--- config.mk ---
export PLATFORM = sky130hd
export DESIGN_NAME = regfile_write_arbiter
export DESIGN_NICKNAME = d
export VERILOG_FILES = /design/src/rtl/regfile_write_arbiter.sv
export SDC_FILE = /design/constraint.sdc
export NUM_CORES = 1
export LEC_CHECK = 0
export ABC_AREA = 1
export ABC_CLOCK_PERIOD_IN_PS = 4300
export CORE_MARGIN = 5
export CORE_UTILIZATION = 44
export CTS_CLUSTER_DIAMETER = 50
export DETAILED_ROUTE_END_ITERATION = 16
export PLACE_DENSITY = 0.94
export SLEW_MARGIN = 20
export SYNTH_ARGS = -nofsm -noshare
export SYNTH_HDL_FRONTEND = slang
export SYNTH_SLANG_ARGS = --single-unit
export TNS_END_PERCENT = 30
--- constraint.sdc ---
create_clock -name clock -period 4.3 [get_ports clock]
set_clock_uncertainty 0.1 [all_clocks]
set_input_delay 0.43 -clock clock [delete_from_list [all_inputs] [get_ports clock]]
set_output_delay 0.43 -clock clock [all_outputs]
set_load 0.02 [all_outputs]
--- src/rtl/regfile_write_arbiter.sv ---
// Round-robin arbiter for the single register-file write port.
// Registers the winning requester's address/data and decodes a one-hot write enable.
module regfile_write_arbiter #(
    parameter int unsigned NREQ = 4,
    parameter int unsigned DW   = 32
) (
    input  logic                 clock,
    input  logic                 reset,
    input  logic [NREQ-1:0]      req,
    input  logic [5*NREQ-1:0]    addr_in,
    input  logic [DW*NREQ-1:0]   data_in,
    input  logic                 rf_ready,
    output logic [NREQ-1:0]      grant,
    output logic [31:0]          wr_en,
    output logic [4:0]           wr_addr,
    output logic [DW-1:0]        wr_data,
    output logic                 busy
);

    localparam int unsigned PW = (NREQ > 1) ? $clog2(NREQ) : 1;

    localparam logic [0:0] StIdle  = 1'b0;
    localparam logic [0:0] StIssue = 1'b1;

    logic [0:0]      state_q, state_d;
    logic [PW-1:0]   ptr_q, ptr_d;
    logic [NREQ-1:0] grant_q, grant_d;
    logic [4:0]      addr_q, addr_d;
    logic [DW-1:0]   data_q, data_d;

    logic [NREQ-1:0] eligible;
    logic            found;
    logic [PW-1:0]   win;
    int unsigned     cand;

    // The requester granted in the ending cycle sits out this edge.
    assign eligible = req & ~grant_q;

    always_comb begin
        found = 1'b0;
        win   = '0;
        cand  = 0;
        for (int unsigned k = 0; k < NREQ; k++) begin
            cand = (32'(ptr_q) + k) % NREQ;
            if (!found && eligible[cand[PW-1:0]]) begin
                found = 1'b1;
                win   = cand[PW-1:0];
            end
        end
    end

    always_comb begin
        state_d = StIdle;
        grant_d = '0;
        ptr_d   = ptr_q;
        addr_d  = addr_q;
        data_d  = data_q;
        if (rf_ready && found) begin
            state_d      = StIssue;
            grant_d[win] = 1'b1;
            addr_d       = addr_in[32'(win)*5 +: 5];
            data_d       = data_in[32'(win)*DW +: DW];
            ptr_d        = (32'(win) == NREQ - 1) ? '0 : win + PW'(1);
        end
    end

    always_ff @(posedge clock) begin
        if (reset) begin
            state_q <= StIdle;
            ptr_q   <= '0;
            grant_q <= '0;
            addr_q  <= '0;
            data_q  <= '0;
        end else begin
            state_q <= state_d;
            ptr_q   <= ptr_d;
            grant_q <= grant_d;
            addr_q  <= addr_d;
            data_q  <= data_d;
        end
    end

    // Write enable is derived from registered state only; register 0 is never written.
    always_comb begin
        wr_en = '0;
        if (state_q == StIssue) begin
            wr_en    = 32'd1 << addr_q;
            wr_en[0] = 1'b0;
        end
    end

    assign grant   = grant_q;
    assign wr_addr = addr_q;
    assign wr_data = data_q;
    assign busy    = |eligible;

endmodule

==> reports/results.md <==
• maximum root-to-sink buffer count: 2
• Post-DRT Antenna Nets: 0
• number of placed I/O pins: 229
• CTS Buf Count: 5
• drt pass-1 iters: 6
• violation count after the first detailed-routing iteration: 277
• Post-Syn Area: 0.00428 mm^2
• initial core utilization: 44.4%
• sum of overflow across all layers after global routing: 0
• power density normalized to cell area: 393 mW/mm^2
• maximum number of pins on one net before global-route repair: 75
• count of fill cells added during filler insertion: 868
• Relative slew margins: 45.2%
• startpoint type of the worst setup path: primary input
• Tcrit/Tclk final: 67.1%
• initial antenna violation count: 0
• Max-cap violations: 0
• Setup Fix Bufs, Post-CTS: 0
• Worst-path clk slew: 0.08 ns
• share of the yosys chip area belonging to registers: 20.6%
• final non-filler cell total: 1117
• horizontal extent of the die: 109 um
• Hold Path Class: flop to flop
• final worst path period need: 2.88 ns
• Setup crit end kind: flop
• Clk Tree Root Cell: sky130_fd_sc_hd__clkbuf_8
• number of global-route vias before repair: 5024
• measured slew at the worst slew-check pin: 0.822 ns
• Final Wtd Congestion: 0.877
• fraction of final layout cells with drive strength greater than 1: 3.15%
• average wire per cell in the routed design: 13.7 um
• H-tree depth reported by CTS: 2
• full die area: 0.0118 mm^2
• TritonCTS clock tree: yes
• worst setup path class: primary input to flop
• Synth Net Count: 953
• clock tree sinks: 44
• number of placed cells counting well taps: 1110
• routed via count divided by cell count: 4.97
• Sum Neg Setup Slack: 0 ns
• Peak Freq: 347 MHz
• Max stage delay on crit path: 0.50 ns
• WL final: 15300 um
• RSZ-0062 raised after global routing: false
• number of remaining DRC errors: 0
• count of warnings emitted by yosys: 0
• required arrival time at the worst endpoint: 4.44 ns
• most prevalent standard cell on the critical path: sky130_fd_sc_hd__nand2_1
• data arrival at the endpoint of the critical path: 3.03 ns
• Synth Register Bits: 44
• CTS hold repair buffers: 0
• fin. max-slew vios: 0
• total of endpoints with negative setup slack in the final report: 0
• critical path fanouts, max: 44
• placed wire-length estimate after detailed placement: 11600 um
• leak pwr: 3.45 nW
• Worst path slowest cell: sky130_fd_sc_hd__clkdlybuf4s50_1
• count of unique library cells instantiated by Yosys: 24
• Resized cells post-CTS: 0
• wire length of the first global-routing pass: 23400 um
• Syn Inst Count: 794
• count of standard-cell rows: 36
• Post-Syn Area per Cell: 5.39 um^2
• final count of hold timing violations: 0
• Die Y: 109 um
• core footprint: 0.00964 mm^2
• Clk Latency, worst-skew pair: 0.29 ns
• Total Routing Usage GR: 24.3%
• Peak supply drop: 0.000298 V
• Port Buffer Count: 227
• synth-to-layout area growth: 53.5%
• cells traversed along the worst timing path: clkdlybuf4s50_1 > nand2_1 > nand4_1 > buf_4 > nand2_1 > inv_2 > buf_4 > nor2_1 > nor2_1 > nand2_1 > inv_1
• Vias: 5550
• number of antenna diodes: 0
• run status: finished, final reports clean
• Post-layout nets: 1143
-- cell usage in the layout (no fill, tap or decap), types with 2 or more instances in the layout --
cell and instances:
sky130_fd_sc_hd__nand4_1 77, sky130_fd_sc_hd__clkbuf_8 5, sky130_fd_sc_hd__nand2_2 4, sky130_fd_sc_hd__nand3_2 5
sky130_fd_sc_hd__nor2_1 100, sky130_fd_sc_hd__nor3_1 7, sky130_fd_sc_hd__clkdlybuf4s50_1 226, sky130_fd_sc_hd__nand2_1 148
sky130_fd_sc_hd__dfxtp_1 44, sky130_fd_sc_hd__ha_1 4, sky130_fd_sc_hd__buf_4 9, sky130_fd_sc_hd__inv_1 210
sky130_fd_sc_hd__inv_2 2, sky130_fd_sc_hd__a21oi_1 6, sky130_fd_sc_hd__nand3_1 126
-- flip-flops by register name, summed over array words and instances, names as in the netlist --
name     count
wr_addr      5
wr_data     32
state_q      1
grant        4
ptr_q        2
-- final timing paths --
path,startpoint,to,slack (ns),cells after the start
setup / recovery,req[3],wr_data[11]$_SDFFE_PP0P_,1.42,11
hold / removal,wr_data[23]$_SDFFE_PP0P_,wr_data[23]$_SDFFE_PP0P_,0.46,4
setup reg to reg,ptr_q[0]$_SDFFE_PP0P_,ptr_q[1]$_SDFFE_PP0P_,1.45,13
hold reg to reg,wr_data[23]$_SDFFE_PP0P_,wr_data[23]$_SDFFE_PP0P_,0.46,4
-- worst max-delay path: cells and delay by family --
kind                   cells  cell delay (ns)
buffers and inverters      5             1.81
and+or+nand+nor            6             0.76
-- logic make-up after synthesis --
kind of cell	Yosys count	share of synthesized area, %
buf+inv	267	26.2
other cells	1	0.0877
simple gates	469	50.7
compound gates	9	1.20
fa+ha+maj	4	1.17
flops	44	20.6
-- metal layers --
layer	track usage [%]	vias up	wire [um]
met4	7.75	0	491
met5	0	-	0
li1	-	2803	-
met3	6.39	36	1530
met2	44.4	266	7490
met1	27.3	2445	5760
-- power breakdown --
part,internal (W),switching [W],leakage (nW)
Sequential,0.000495,0.0000690,0.365
Clock,0.000111,0.000134,0.0410
Combinational,0.000691,0.00108,3.04
-- cells in the mapped netlist --
| cell type | number | area share (%) |
|---|---|---|
| sky130_fd_sc_hd__inv_2 | 2 | 0.18 |
| sky130_fd_sc_hd__nor2_1 | 100 | 8.8 |
| sky130_fd_sc_hd__nand3_1 | 126 | 15 |
| sky130_fd_sc_hd__and2_4 | 1 | 0.20 |
| sky130_fd_sc_hd__dfxtp_1 | 44 | 21 |
| sky130_fd_sc_hd__inv_4 | 1 | 0.15 |
| sky130_fd_sc_hd__o21ai_0 | 1 | 0.12 |
| sky130_fd_sc_hd__o211ai_1 | 1 | 0.18 |
| sky130_fd_sc_hd__a21oi_2 | 1 | 0.20 |
| sky130_fd_sc_hd__nand2_1 | 148 | 13 |
| sky130_fd_sc_hd__clkbuf_1 | 17 | 1.5 |
| sky130_fd_sc_hd__a21oi_1 | 6 | 0.70 |
| sky130_fd_sc_hd__buf_6 | 10 | 2.6 |
| sky130_fd_sc_hd__nor4_1 | 1 | 0.15 |
| sky130_fd_sc_hd__ha_1 | 4 | 1.2 |
| sky130_fd_sc_hd__nor3_1 | 7 | 0.82 |
| sky130_fd_sc_hd__buf_4 | 6 | 1.1 |
| sky130_fd_sc_hd__buf_1 | 5 | 0.44 |
| sky130_fd_sc_hd__conb_1 | 1 | 0.088 |
| sky130_fd_sc_hd__nand2_2 | 4 | 0.59 |
| sky130_fd_sc_hd__buf_2 | 16 | 1.9 |
| sky130_fd_sc_hd__nand4_1 | 77 | 11 |
| sky130_fd_sc_hd__nand3_2 | 5 | 1.2 |
| sky130_fd_sc_hd__inv_1 | 210 | 18 |
-- through the flow --
stage	hold WS (ns)	util, %	worst slack (ns)	area (um^2)	power (W)
floorplan	0.442	-	2.25	4280	0.00184
global placement	0.439	67.3	1.18	6480	0.00231
detailed placement	0.445	67.3	1.13	6480	0.00234
CTS	0.467	68.1	1.43	6560	0.00259
global route	0.501	68.1	1.08	6560	0.00281
finish	0.465	68.1	1.42	6560	0.00258
-- area by class of cell --
type	instances	area [um^2]	area share (%)
tap	133	166	2.54
multi-input combinational	483	2280	34.8
sequential	44	881	13.4
inverter	213	802	12.2
clock buffer	6	72.6	1.11
timing repair buffer	237	2350	35.9
clock inverter	1	5.00	0.0763
(Power assumes the default switching activity.)
==> RTL edit 1 (config.mk and constraints unchanged) <==
`addr_q` and `data_q` no longer have a reset.
--- a/src/rtl/regfile_write_arbiter.sv
+++ b/src/rtl/regfile_write_arbiter.sv
@@ -70,13 +70,14 @@
             ptr_q   <= '0;
             grant_q <= '0;
-            addr_q  <= '0;
-            data_q  <= '0;
         end else begin
             state_q <= state_d;
             ptr_q   <= ptr_d;
             grant_q <= grant_d;
-            addr_q  <= addr_d;
-            data_q  <= data_d;
         end
+    end
+
+    always_ff @(posedge clock) begin
+        addr_q <= addr_d;
+        data_q <= data_d;
     end
 
Formal check against the unedited RTL: not equivalent (a bounded check fails within 4 cycles, from zero or initial values and one cycle with reset high).
==> RTL edit 1 against the unedited design <==
  * Synthesized cell count fell by 19%
  * Sequential cell count did not move
  * Area after synthesis fell by 6.0%
  * Power rose by 17%
  * First-iteration DRC count fell by 6.5%
  * Wire length fell by 9.3%
  * Worst setup slack got worse by 0.35 ns
  * Design area fell by 3.3%
  * Sequential share of layout area rose by 6.3 points
  * Register-to-register slack improved by 0.02 ns
  * Via count fell by 13%
  * Sequential power rose by 42%
  * Final cell count fell by 15%
==> RTL edit 1: results <==
group,metric,value,unit
final_layout,fill_cells,731,
final_layout,final-nonclk-buf-share,36.8,%
final_layout,nClkBuffers,8,
final_layout,design.seq.count,44,
logic_synthesis,syn-num-nets,801,
final_layout,multi_input_area,1860,um^2
worst_setup_path,critPathLaunch,"req[1]",
place,place_inst,940,
place,placed_area,6250,um^2
final_layout,drive_above_1_share,3.33,%
drt,drtPass1Iterations,5,
final_layout,clkCellAreaFrac,1.42,%
drt,wl_per_cell,14.6,um
final_layout,nMultiInputCombCells,376,
worst_setup_path,r2r_cells,11,
sta,min_period,3.23,ns
status,status,"completed",
worst_setup_path,rrSetupSlack,1.47,ns
global_routing,grt_pass1_wl,22000,um
min_path,hold-path-endpoint,"ptr_q[1]$_SDFFE_PP0P_",
final_layout,inv_count,178,
drt,dr_wl_met2,7110,um
min_path,hold_start,"ptr_q[1]$_SDFFE_PP0P_",
drt,drt_iter0_markers,259,
global_routing,grt_max_degree,77,
drt,met3_length,1390,um
## RTL edit 1: layer usage
layer	track usage, %	vias to the layer above
met4	8.88	0
met1	26.8	2148
met2	43.6	240
met5	0	-
met3	7.15	30
li1	-	2402
## RTL edit 1: metrics by stage
stage	utilization [%]	hold slack, ns
6_report	72.1	0.571
3_3_place_gp	71.0	0.537
3_5_place_dp	71.0	0.550
4_1_cts	72.1	0.563
2_1_floorplan	-	0.408
5_1_grt	72.1	0.595
## RTL edit 1: power groups by stage
stage / Sequential [mW] / Combinational (mW) / Clock, mW
5_1_grt: 0.820 / 2.15 / 0.290
4_1_cts: 0.804 / 1.95 / 0.271
3_3_place_gp: 0.805 / 1.90 / 0
6_report: 0.803 / 1.94 / 0.267
2_1_floorplan: 0.977 / 1.11 / 0
3_5_place_dp: 0.813 / 1.94 / 0
## RTL edit 1: critical path, delay by kind of cell
| kind | cells | cell delay, ns |
|---|---|---|
| buf+inv | 5 | 2.03 |
| compound gates | 2 | 0.22 |
==> RTL edit 2 (same settings) <==
Without the edit above. Change the parameter `NREQ` from 4 to 2.
--- a/src/rtl/regfile_write_arbiter.sv
+++ b/src/rtl/regfile_write_arbiter.sv
@@ -2,5 +2,5 @@
 // Registers the winning requester's address/data and decodes a one-hot write enable.
 module regfile_write_arbiter #(
-    parameter int unsigned NREQ = 4,
+    parameter int unsigned NREQ = 2,
     parameter int unsigned DW   = 32
 ) (
Ports: changed (resized addr_in, data_in, grant and req); port bits go from 229 to 151. No check against the original RTL was run, so the function may have changed too.
==> RTL edit 2 against the unedited design <==
  * Final cell count shrank 56%
  * Power is 64% lower
  * Critical path depth decreased by 6
  * Count of clock-buffer cells in the layout stayed put
  * Worst setup slack improved by 0.29 ns
  * Wire length is 54% lower
  * Sequential cell count down 3
  * Synthesized cell count fell by 63%
  * Design area down 46%
  * Area after synthesis shrank 53%
  * Critical endpoint is now wr_en[23]
  * Largest cell class unchanged
==> RTL edit 2: results <==
group,metric,value,unit
sta,worst-slew-pin-transition,0.606,ns
drt,drt_iter0_markers,149,
worst_setup_path,crit_slowest_cell,"clkdlybuf4s50_1",
final_layout,fin_nets,519,
logic_synthesis,synth.cells.most_frequent,"nand2_1, dfxtp_1, nor2_1, inv_1, nand3_1",
clock_network,clk_latency,0.29,ns
logic_synthesis,synth_mux_area_share,0,%
global_routing,grt_pass1_wl,11200,um
pwr,p_leak,1.48,nW
global_routing,antenna_found_initial,0,
logic_synthesis,yosysWarnings,0,
clock_network,root_buffer,"clkbuf_8",
logic_synthesis,syn-num-nets,375,
worst_setup_path,worst-path-max-fanout,7,
worst_setup_path,rr_endpoint,"wr_addr[1]$_SDFFE_PP0P_",
worst_setup_path,cp.arrival,2.06,ns
pwr,ir_drop,0.000202,V
worst_setup_path,rrSetupSlack,2.50,ns
drt,wl_per_cell,14.2,um
clock_network,h-tree-depth,2,
final_layout,drive_above_1_share,6.35,%
place,dp_hpwl,5680,um
logic_synthesis,synthArstFlopShare,0,%
status,status,"completed",
min_path,hold-path-endpoint,"wr_data[7]$_SDFFE_PP0P_",
logic_synthesis,synth_compound_area_share,5.13,%
final_layout,diodes,0,
min_path,worst_hold_path_type,"reg -> reg",
logic_synthesis,synth_xor_area_share,0,%
logic_synthesis,ys_seq_area_share,40.5,%
worst_setup_path,r2r_cells,7,
place,placed_area,3480,um^2
global_routing,grt_util_all_layers,22.9,%
drt,drtPass1Iterations,5,
clock_network,cts_buffers,5,
clock_network,clk_pin_slew,0.08,ns
worst_setup_path,rr_startpoint,"grant[1]$_SDFF_PP0_",
place,io_buffers,149,
drt,vias,2437,
global_routing,grt_max_degree,27,
min_path,hold_start,"wr_data[7]$_SDFFE_PP0P_",
logic_synthesis,synthTopCellsByArea,"dfxtp_1, nand2_1, nand3_1",
min_path,hold_depth,2,
final_layout,largest_reg_flops,32,
clock_network,cts_setup_buffers,0,
clock_network,clockBufferDepth,2,
drt,viasPerCell,4.94,
clock_network,cts_resized,0,
logic_synthesis,synthAdderAreaFrac,0,%
final_layout,fill_cells,347,
worst_setup_path,cp_slowest_stage_delay,0.63,ns
place,place_inst,485,
place,gp_congestion,0.844,
logic_synthesis,ys.flop_type,"dfxtp_1",
logic_synthesis,avgSynthCellArea,6.84,um^2
logic_synthesis,ys_types,23,
==> RTL edit 2: kinds of logic (layout without fill, tap and decap cells) <==
family	Yosys count	in the layout
buffers and inverters	45	190
DFF	41	41
and+or+nand+nor	195	195
AOI/OAI and AO/OA	14	14
other	1	1
==> RTL edit 2: power breakdown <==
| part | total, mW | switching (mW) | internal [mW] | leakage (nW) |
|---|---|---|---|---|
| Clock | 0.243 | 0.131 | 0.113 | 0.0450 |
| Combinational | 0.258 | 0.122 | 0.136 | 1.09 |
| Sequential | 0.432 | 0.0222 | 0.410 | 0.337 |
==> RTL edit 2: how the worst max path moves through the flow <==
stage	slack [ns]	depth (start not counted)	startpoint	end
2_1_floorplan	2.27	4	wr_addr[3]$_SDFFE_PP0P_	wr_en[16]
6_report	1.71	5	wr_addr[0]$_SDFFE_PP0P_	wr_en[23]
5_1_grt	1.52	5	wr_addr[0]$_SDFFE_PP0P_	wr_en[9]
4_1_cts	1.70	5	wr_addr[0]$_SDFFE_PP0P_	wr_en[15]
3_3_place_gp	2.04	7	req[0]	wr_data[24]$_SDFFE_PP0P_
3_5_place_dp	1.97	7	req[0]	wr_data[23]$_SDFFE_PP0P_
==> RTL edit 2: worst max-delay path, delay by kind of cell, from the launching register on <==
kind	cells	cell delay (ns)
buffers and inverters	3	0.89
flip-flops	1	0.48
AND/OR/NAND/NOR	2	0.39
==> RTL edit 2: through the flow <==
step | setup WS [ns] | hold WS [ns] | utilization (%) | total power, mW
finish | 1.71 | 0.360 | 80.8 | 0.934
global placement | 2.04 | 0.337 | 78.9 | 0.693
detailed placement | 1.97 | 0.348 | 78.9 | 0.700
CTS | 1.70 | 0.363 | 80.8 | 0.943
global route | 1.52 | 0.384 | 80.8 | 0.979
floorplan | 2.27 | 0.328 | - | 0.553
==> RTL edit 2: layout make-up <==
class                           instances  area share, %
Clock inverter                          2          0.281
Timing Repair Buffer                  150           42.0
Tap cell                               52           1.82
Clock buffer                            6           2.04
Inverter                               32           3.44
Multi-Input combinational cell        210           27.4
Sequential cell                        41           23.0
==> RTL edit 2: metal layers <==
metal / wire [um] / GRT usage [%] / vias to the layer above
met5: 0 / 0 / -
met4: 231 / 10.1 / 0
met3: 800 / 7.64 / 22
met2: 3520 / 41.5 / 134
met1: 2460 / 23.6 / 1081
li1: - / - / 1200
